==> src/rtl/data_bus_router.sv <==
// MMIO router: decodes arbitrated data-path requests to CLINT/PLIC/UART and runs the slave req/ack handshake.
// Optional slave-ack timeout enabled by defining DBR_TIMEOUT_EN.
module data_bus_router #(
`ifdef DBR_TIMEOUT_EN
    parameter int unsigned TO_CYC  = 255,
`endif
    parameter logic [31:0] S0_BASE = 32'h0200_0000,
    parameter logic [31:0] S0_MASK = 32'hFFFF_0000,
    parameter logic [31:0] S1_BASE = 32'h0C00_0000,
    parameter logic [31:0] S1_MASK = 32'hFC00_0000,
    parameter logic [31:0] S2_BASE = 32'h1000_0000,
    parameter logic [31:0] S2_MASK = 32'hFFFF_F000
) (
    input  logic        CLK,
    input  logic        RST,
    input  logic [31:0] data_paddr,
    input  logic        data_le,
    input  logic        data_we,
    input  logic [31:0] data_wdata,
    output logic [3:0]  data_busy,
    output logic [31:0] data_rdata,
    output logic [2:0]  s_req,
    output logic        s_we,
    output logic [31:0] s_addr,
    output logic [31:0] s_wdata,
    input  logic [2:0]  s_ack,
    input  logic [31:0] s_rdata0,
    input  logic [31:0] s_rdata1,
    input  logic [31:0] s_rdata2,
    output logic        err_sticky
);

    localparam int unsigned DW = 32;

    typedef enum logic [1:0] {IDLE, REQ, WAIT, DONE} state_t;

    state_t          state_q, state_d;
    logic [3:0]      busy_q, busy_d;
    logic [DW-1:0]   rdata_q, rdata_d;
    logic [2:0]      s_req_q, s_req_d;
    logic            s_we_q, s_we_d;
    logic [DW-1:0]   s_addr_q, s_addr_d;
    logic [DW-1:0]   s_wdata_q, s_wdata_d;
    logic            err_q, err_d;

`ifdef DBR_TIMEOUT_EN
    localparam int unsigned CNT_W = 8;
    logic [CNT_W-1:0] cnt_q, cnt_d;
`endif

    logic            hit0, hit1, hit2;
    logic            ack_hit;
    logic [DW-1:0]   sel_rdata;

    assign hit0 = (data_paddr & S0_MASK) == S0_BASE;
    assign hit1 = (data_paddr & S1_MASK) == S1_BASE;
    assign hit2 = (data_paddr & S2_MASK) == S2_BASE;

    // Only the ack of the slave we are talking to counts
    assign ack_hit   = |(s_ack & busy_q[2:0]);
    assign sel_rdata = ({DW{busy_q[0]}} & s_rdata0)
                     | ({DW{busy_q[1]}} & s_rdata1)
                     | ({DW{busy_q[2]}} & s_rdata2);

    always_comb begin
        state_d   = state_q;
        busy_d    = busy_q;
        rdata_d   = rdata_q;
        s_req_d   = 3'b000;
        s_we_d    = s_we_q;
        s_addr_d  = s_addr_q;
        s_wdata_d = s_wdata_q;
        err_d     = err_q;
`ifdef DBR_TIMEOUT_EN
        cnt_d     = cnt_q;
`endif
        case (state_q)
            IDLE: begin
                if (data_le || data_we) begin
                    // A simultaneous le/we is serviced as a write but flagged
                    s_we_d    = data_we;
                    s_wdata_d = data_wdata;
                    if (data_le && data_we) err_d = 1'b1;
                    state_d   = REQ;
                    if (hit0) begin
                        busy_d   = 4'b0001;
                        s_req_d  = 3'b001;
                        s_addr_d = data_paddr - S0_BASE;
                    end else if (hit1) begin
                        busy_d   = 4'b0010;
                        s_req_d  = 3'b010;
                        s_addr_d = data_paddr - S1_BASE;
                    end else if (hit2) begin
                        busy_d   = 4'b0100;
                        s_req_d  = 3'b100;
                        s_addr_d = data_paddr - S2_BASE;
                    end else begin
                        busy_d   = 4'b1000;
                        s_addr_d = data_paddr;
                        rdata_d  = '0;
                        err_d    = 1'b1;
                        state_d  = DONE;
                    end
                end
            end
            REQ: begin
                state_d = WAIT;
`ifdef DBR_TIMEOUT_EN
                cnt_d   = '0;
`endif
                if (ack_hit) begin
                    rdata_d = s_we_q ? '0 : sel_rdata;
                    state_d = DONE;
                end
            end
            WAIT: begin
                if (ack_hit) begin
                    rdata_d = s_we_q ? '0 : sel_rdata;
                    state_d = DONE;
                end
`ifdef DBR_TIMEOUT_EN
                else if (cnt_q == CNT_W'(TO_CYC)) begin
                    rdata_d = '1;
                    err_d   = 1'b1;
                    state_d = DONE;
                end else begin
                    cnt_d = cnt_q + CNT_W'(1);
                end
`endif
            end
            DONE: begin
                busy_d  = 4'b0000;
                state_d = IDLE;
            end
            default: state_d = IDLE;
        endcase
    end

    always_ff @(posedge CLK) begin
        if (RST) begin
            state_q   <= IDLE;
            busy_q    <= '0;
            rdata_q   <= '0;
            s_req_q   <= '0;
            s_we_q    <= 1'b0;
            s_addr_q  <= '0;
            s_wdata_q <= '0;
            err_q     <= 1'b0;
`ifdef DBR_TIMEOUT_EN
            cnt_q     <= '0;
`endif
        end else begin
            state_q   <= state_d;
            busy_q    <= busy_d;
            rdata_q   <= rdata_d;
            s_req_q   <= s_req_d;
            s_we_q    <= s_we_d;
            s_addr_q  <= s_addr_d;
            s_wdata_q <= s_wdata_d;
            err_q     <= err_d;
`ifdef DBR_TIMEOUT_EN
            cnt_q     <= cnt_d;
`endif
        end
    end

    assign data_busy  = busy_q;
    assign data_rdata = rdata_q;
    assign s_req      = s_req_q;
    assign s_we       = s_we_q;
    assign s_addr     = s_addr_q;
    assign s_wdata    = s_wdata_q;
    assign err_sticky = err_q;

endmodule

==> config.mk <==
export PLATFORM = sky130hd
export DESIGN_NAME = data_bus_router
export DESIGN_NICKNAME = d
export VERILOG_FILES = /design/src/rtl/data_bus_router.sv
export SDC_FILE = /design/constraint.sdc
export NUM_CORES = 1
export LEC_CHECK = 0
export BUFFER_PORTS_ARGS = -buffer_cell sky130_fd_sc_hd__clkbuf_2
export CAP_MARGIN = 20
export CELL_PAD_IN_SITES_DETAIL_PLACEMENT = 0
export CELL_PAD_IN_SITES_GLOBAL_PLACEMENT = 1
export CORE_UTILIZATION = 27
export CTS_CLUSTER_DIAMETER = 100
export DETAILED_ROUTE_END_ITERATION = 8
export PLACE_DENSITY = 0.74
export SLEW_MARGIN = 20
export SYNTH_ARGS = -nofsm -noshare
export SYNTH_HDL_FRONTEND = slang
export SYNTH_SLANG_ARGS = --single-unit
==> constraint.sdc <==
create_clock -name CLK -period 2.1 [get_ports CLK]
set_clock_uncertainty 0.1 [all_clocks]
set_input_delay 0.21 -clock CLK [delete_from_list [all_inputs] [get_ports CLK]]
set_output_delay 0.21 -clock CLK [all_outputs]
set_load 0.01 [all_outputs]
**After elaboration in Yosys (flattened, before gate mapping)**

Cells that the tools add are included.

- Eq/ne operators: 12
- Add/subtract/negate cells: 3
- Reduce and logical (&&, ||, !) cells: 14
- Bitwise gates (word level): 8
- Multiplexer cells: 29

Operators by type and width:

| cell | count |
|---|---|
| two-way mux 32 bit | 9 |
| AND 32 bit | 3 |
| OR 32 bit | 2 |
| case mux 32 bit (2 select lines) | 1 |
| subtractor 32 x 26 -> 32 bit (second input constant) | 1 |
| subtractor 32 x 28 -> 32 bit (second input constant) | 1 |
| subtractor 32 x 29 -> 32 bit (second input constant) | 1 |
| equality test 20 x 17 -> 1 bit (second input constant) | 1 |
| equality test 16 x 10 -> 1 bit (second input constant) | 1 |
| two-way mux 4 bit | 4 |
| two-way mux 2 bit | 6 |
| != test 2 bit (second input constant) | 5 |
| case mux 2 bit (4 select lines) | 1 |
| case mux 4 bit (2 select lines) | 1 |
| equality test 6 x 2 -> 1 bit (second input constant) | 1 |
| two-way mux 1 bit | 6 |
| AND reduction 2 bit | 3 |
| AND reduction 6 bit | 1 |
| OR reduction 3 bit | 2 |
| OR reduction 5 bit | 1 |
| equality test 2 bit (second input constant) | 2 |
| nonzero test 2 bit | 2 |
| OR reduction 4 bit | 1 |
| AND 3 bit | 1 |
| 8 further kinds | 9 |

- Bits in registers: 107
- Word-level logic and storage cells: 76
- Output and inout bits: 105

**Depth between registers and ports, before layout**

- Word-level depth: 6
- Mapped depth: 9

**Worst setup path after synthesis**

Ideal clock, no wire load.

- Path type: register to register
- From: register state_q[0]
- To: register rdata_q[16] (netlist: data_rdata[16])
- Library setup time: 0.125 ns
- Stages on the path, launching flop included: 10
- Arrival: 1.921 ns
- Slack: -0.046 ns
- Clock period less this slack: 2.146 ns
- Data required time: 1.875 ns
- Cells stage by stage: dfxtp_1 > inv_1 > ha_1 > clkbuf_1 > inv_1 > mux2_2 > a2111oi_2 > nor3_4 > buf_6 > o2bb2ai_2

- Word-level cells in the longest chain between the ends: 4
- Elaborated cells between the ends (all ways): 12
- Classes of those cells: eq/ne: 7; mux: 1; reduce/logical: 4

RTL lines:

| item | line | RTL |
|---|---|---|
| start: declaration | 37 | `state_t state_q, state_d;` |
| start signal: assignment | 153 | `state_q <= state_d;` |
| equality test 2 bit / equality test 2 x 1 -> 1 bit (equally long branches) | 77 | `case (state_q)` |
| OR reduction 2 bit (no source line) | - |  |
| != test 2 x 1 -> 1 bit (no source line) / nonzero test 2 bit (equally long branches) | - |  |
| AND reduction 6 bit (no source line) | - |  |
| end signal: assignment | 155 | `rdata_q <= rdata_d;` |
| end: declaration | 39 | `logic [DW-1:0] rdata_q, rdata_d;` |

Several ways; a longest one is shown, not always the timed one.
A chain may end at the register's enable or synchronous reset.

**Worst setup path in the final report**

- From: register state_q[0]
- To: register rdata_q[20] (netlist: data_rdata[20])

The elaborated chain is that of the path after synthesis.

==> results_dict.tcl <==
set metrics [dict create \
    status "completed" \
    cp.arrival_ns 2.20 \
    num_rows 46 \
    final_cell_area_um2 7430 \
    synth_area_leaders "dfxtp_1, nand2_1, a21oi_1" \
    start_util_pct 28.0 \
    cts_made_buffers 9 \
    fmax_mhz 484 \
    drt_pass1_iterations 6 \
    rsz0062_at_grt "true" \
    leakage_nw 3.35 \
    grt_use_total_pct 17.2 \
    area_delta_synth_final_pct 65.3 \
    slowest_delay_ns 0.37 \
    setup_viol 0 \
    ir_drop_mv 0.579 \
    fin_nets 1013 \
    insertion_delay_ns 0.35 \
    synth_nets 679 \
    yosysUniqueCellTypes 44 \
    antenna_cells 0 \
    die_area_um2 17200 \
    synthArstFlopShare_pct 0 \
    grt_max_degree 78 \
    final_cells 1055 \
    hold_class "in -> reg" \
    num_vias 5023 \
    antenna_found_initial 0 \
    power_density_nw_per_um2 999 \
    synthAdderAreaFrac_pct 3.06 \
    grt_pass1_wl_um 22800 \
    synth.avg_cell_area_um2 8.97 \
    synth-simple-area-share_pct 15.9 \
    yosys.area.top_type "dfxtp_1" \
    cp-end-kind "register" \
    drive_above_1_share_pct 42.7 \
    core_area_um2 16100 \
    ctsHtreeMaxLevel 3 \
    fillerInstances 1579 \
    synth.yosys.seq_area_share_pct 47.7 \
    crit_slowest_cell "a2111oi_4" \
    cts_max_path_buffers 2 \
    yosys_warnings 0 \
    clock-root-buffer "clkbuf_16" \
    cap_violations 0 \
    io_buffers 271 \
    slew_violations 0 \
    synthMuxAreaShare_pct 0.696 \
    io-pin-count 272 \
    postLayoutCoreUtil_pct 46.3 \
    dp.cells 974 \
    post-route-period-util_pct 98.5 \
    clkTransAtPathRegs_ns 0.07 \
    overflow 0 \
    ff_latch_area_um2 2140 \
    cp.required_ns 2.23 \
    synth_top_family_by_area "compound AO/OA/AOI/OAI gates" \
    ant_nets 0 \
    path_max_fanout 8 \
    drt-total-wl_um 15800 \
    gp_congestion 0.812 \
    remaining_drc_errors 0 \
    worstMarginPinSlew_ns 0.666 \
    die-height_um 131 \
    setup_tns_ns 0 \
    period_minus_slack_ns 2.07 \
    hold_viol_final 0 \
    place_area_um2 6220 \
    ys_top_cells_by_count "nand2_1, dfxtp_1, a21oi_1" \
    synth_compound_area_share_pct 27.0 \
    synth_edf_count 0 \
    cts_tree "done" \
    synth_xor_area_share_pct 0.585 \
    die_w_um 131 \
    yosysMostFrequentCell "nand2_1" \
    synth_seq_cells 107 \
    clock_sink_count 107 \
    hpwl_um 10800 \
    viasPerCell 4.76 \
    synth_area_um2 4490 \
    avgRoutedWirePerCell_um 14.9 \
    synth_cells 501 \
    start_kind "register" \
    criticalPathCategory "reg -> reg" \
    dp_slack_ns 0.0128 \
    path_buf_inv 3 \
    slew_headroom_pct 55.4 \
    path_cells "inv_2 -> ha_4 -> mux2_4 -> a2111oi_4 -> nor3_4 -> buf_6 -> clkbuf_16 -> o2bb2ai_1" \
    synth_top_area_share_pct 47.7 \
    first_iter_violations 246 \
    synth_ff_type "dfxtp_1" \
    finalWorstSetupSlack_ns 0.0319 \
    multi_input_area_um2 2260 \
    grt_pass1_vias 4610 \
    crit_family "compound AO/OA/AOI/OAI gates" \
]
[repair_timing]
item                                    in CTS  in global routing
endpoints found under the setup margin       0                 36
hold buffers                                57                  0
gates resized for setup                      0                 25
hold endpoints to repair                    57                  0
buffers inserted                             0                  4
[metrics by stage]
stage	power, mW	hold WS [ns]
floorplan	3.98	0.246
detailed placement	5.00	0.338
global route	7.90	0.0335
global placement	4.99	0.333
CTS	7.27	0.00950
finish	7.42	0.0265
[final timing paths]
path,slack (ns),depth (start not counted),start,to
setup / recovery,0.03,8,state_q[0]$_SDFFE_PP0P_,data_rdata[20]$_SDFFE_PP0P_
setup reg to reg,0.03,8,state_q[0]$_SDFFE_PP0P_,data_rdata[20]$_SDFFE_PP0P_
hold reg to reg,0.35,2,s_addr[25]$_SDFFE_PP0P_,s_addr[25]$_SDFFE_PP0P_
hold / removal,0.03,3,s_rdata2[2],data_rdata[2]$_SDFFE_PP0P_
[area by class of cell]
class / count / area share, %
clock inverter: 5 / 2.02
clock buffer: 10 / 3.08
multi-input combinational: 342 / 30.5
timing repair buffer: 366 / 31.5
sequential: 107 / 28.9
tap: 216 / 3.64
inverter: 9 / 0.455
[placed cells by master, fill, tap and decap left out, types with 12 or more instances in the layout]
| master | count |
|---|---|
| a222oi_1 | 33 |
| nand2_1 | 123 |
| buf_4 | 26 |
| clkbuf_16 | 12 |
| dlygate4sd3_1 | 57 |
| clkbuf_2 | 271 |
| a21oi_1 | 66 |
| o2bb2ai_1 | 15 |
| o2bb2ai_2 | 17 |
| dfxtp_1 | 105 |
| nor2_1 | 12 |
[per-layer routing]
layer | up-vias | global-route usage, % | share of wire (%)
met1 | 2324 | 20.7 | 43
met3 | 19 | 4.56 | 6.3
li1 | 2497 | - | -
met2 | 183 | 29.4 | 49
met5 | - | 0 | 0
met4 | 0 | 5.81 | 1.8
[kinds of logic after synthesis]
group,count (synthesis)
AOI/OAI and AO/OA,159
xor gates and xnor gates,3
adders and majority gates,11
buffers and inverters,52
DFF,107
muxes,3
and+or+nand+nor,166
[registers in the layout (all words and copies together) (netlist names)]
| name | count |
|---|---|
| s_we | 1 |
| state_q | 2 |
| s_addr | 32 |
| s_req | 3 |
| err_sticky | 1 |
| data_busy | 4 |
| s_wdata | 32 |
| data_rdata | 32 |
[where the power goes]
| group | internal, mW | switching [mW] | total, mW |
|---|---|---|---|
| combinational | 1.18 | 1.56 | 2.74 |
| sequential | 2.36 | 0.171 | 2.53 |
| clock | 1.40 | 0.746 | 2.15 |
| total | 4.95 | 2.48 | 7.42 |
[worst register-to-register path, delay by kind of cell, from the launching register on]
family          cells  cell delay, ns
compound gates      2            0.49
buf+inv             3            0.35
mux                 1            0.31
flops               1            0.35
simple gates        1            0.07
fa+ha+maj           1            0.27
No activity file was read; power rests on OpenSTA's default activity.
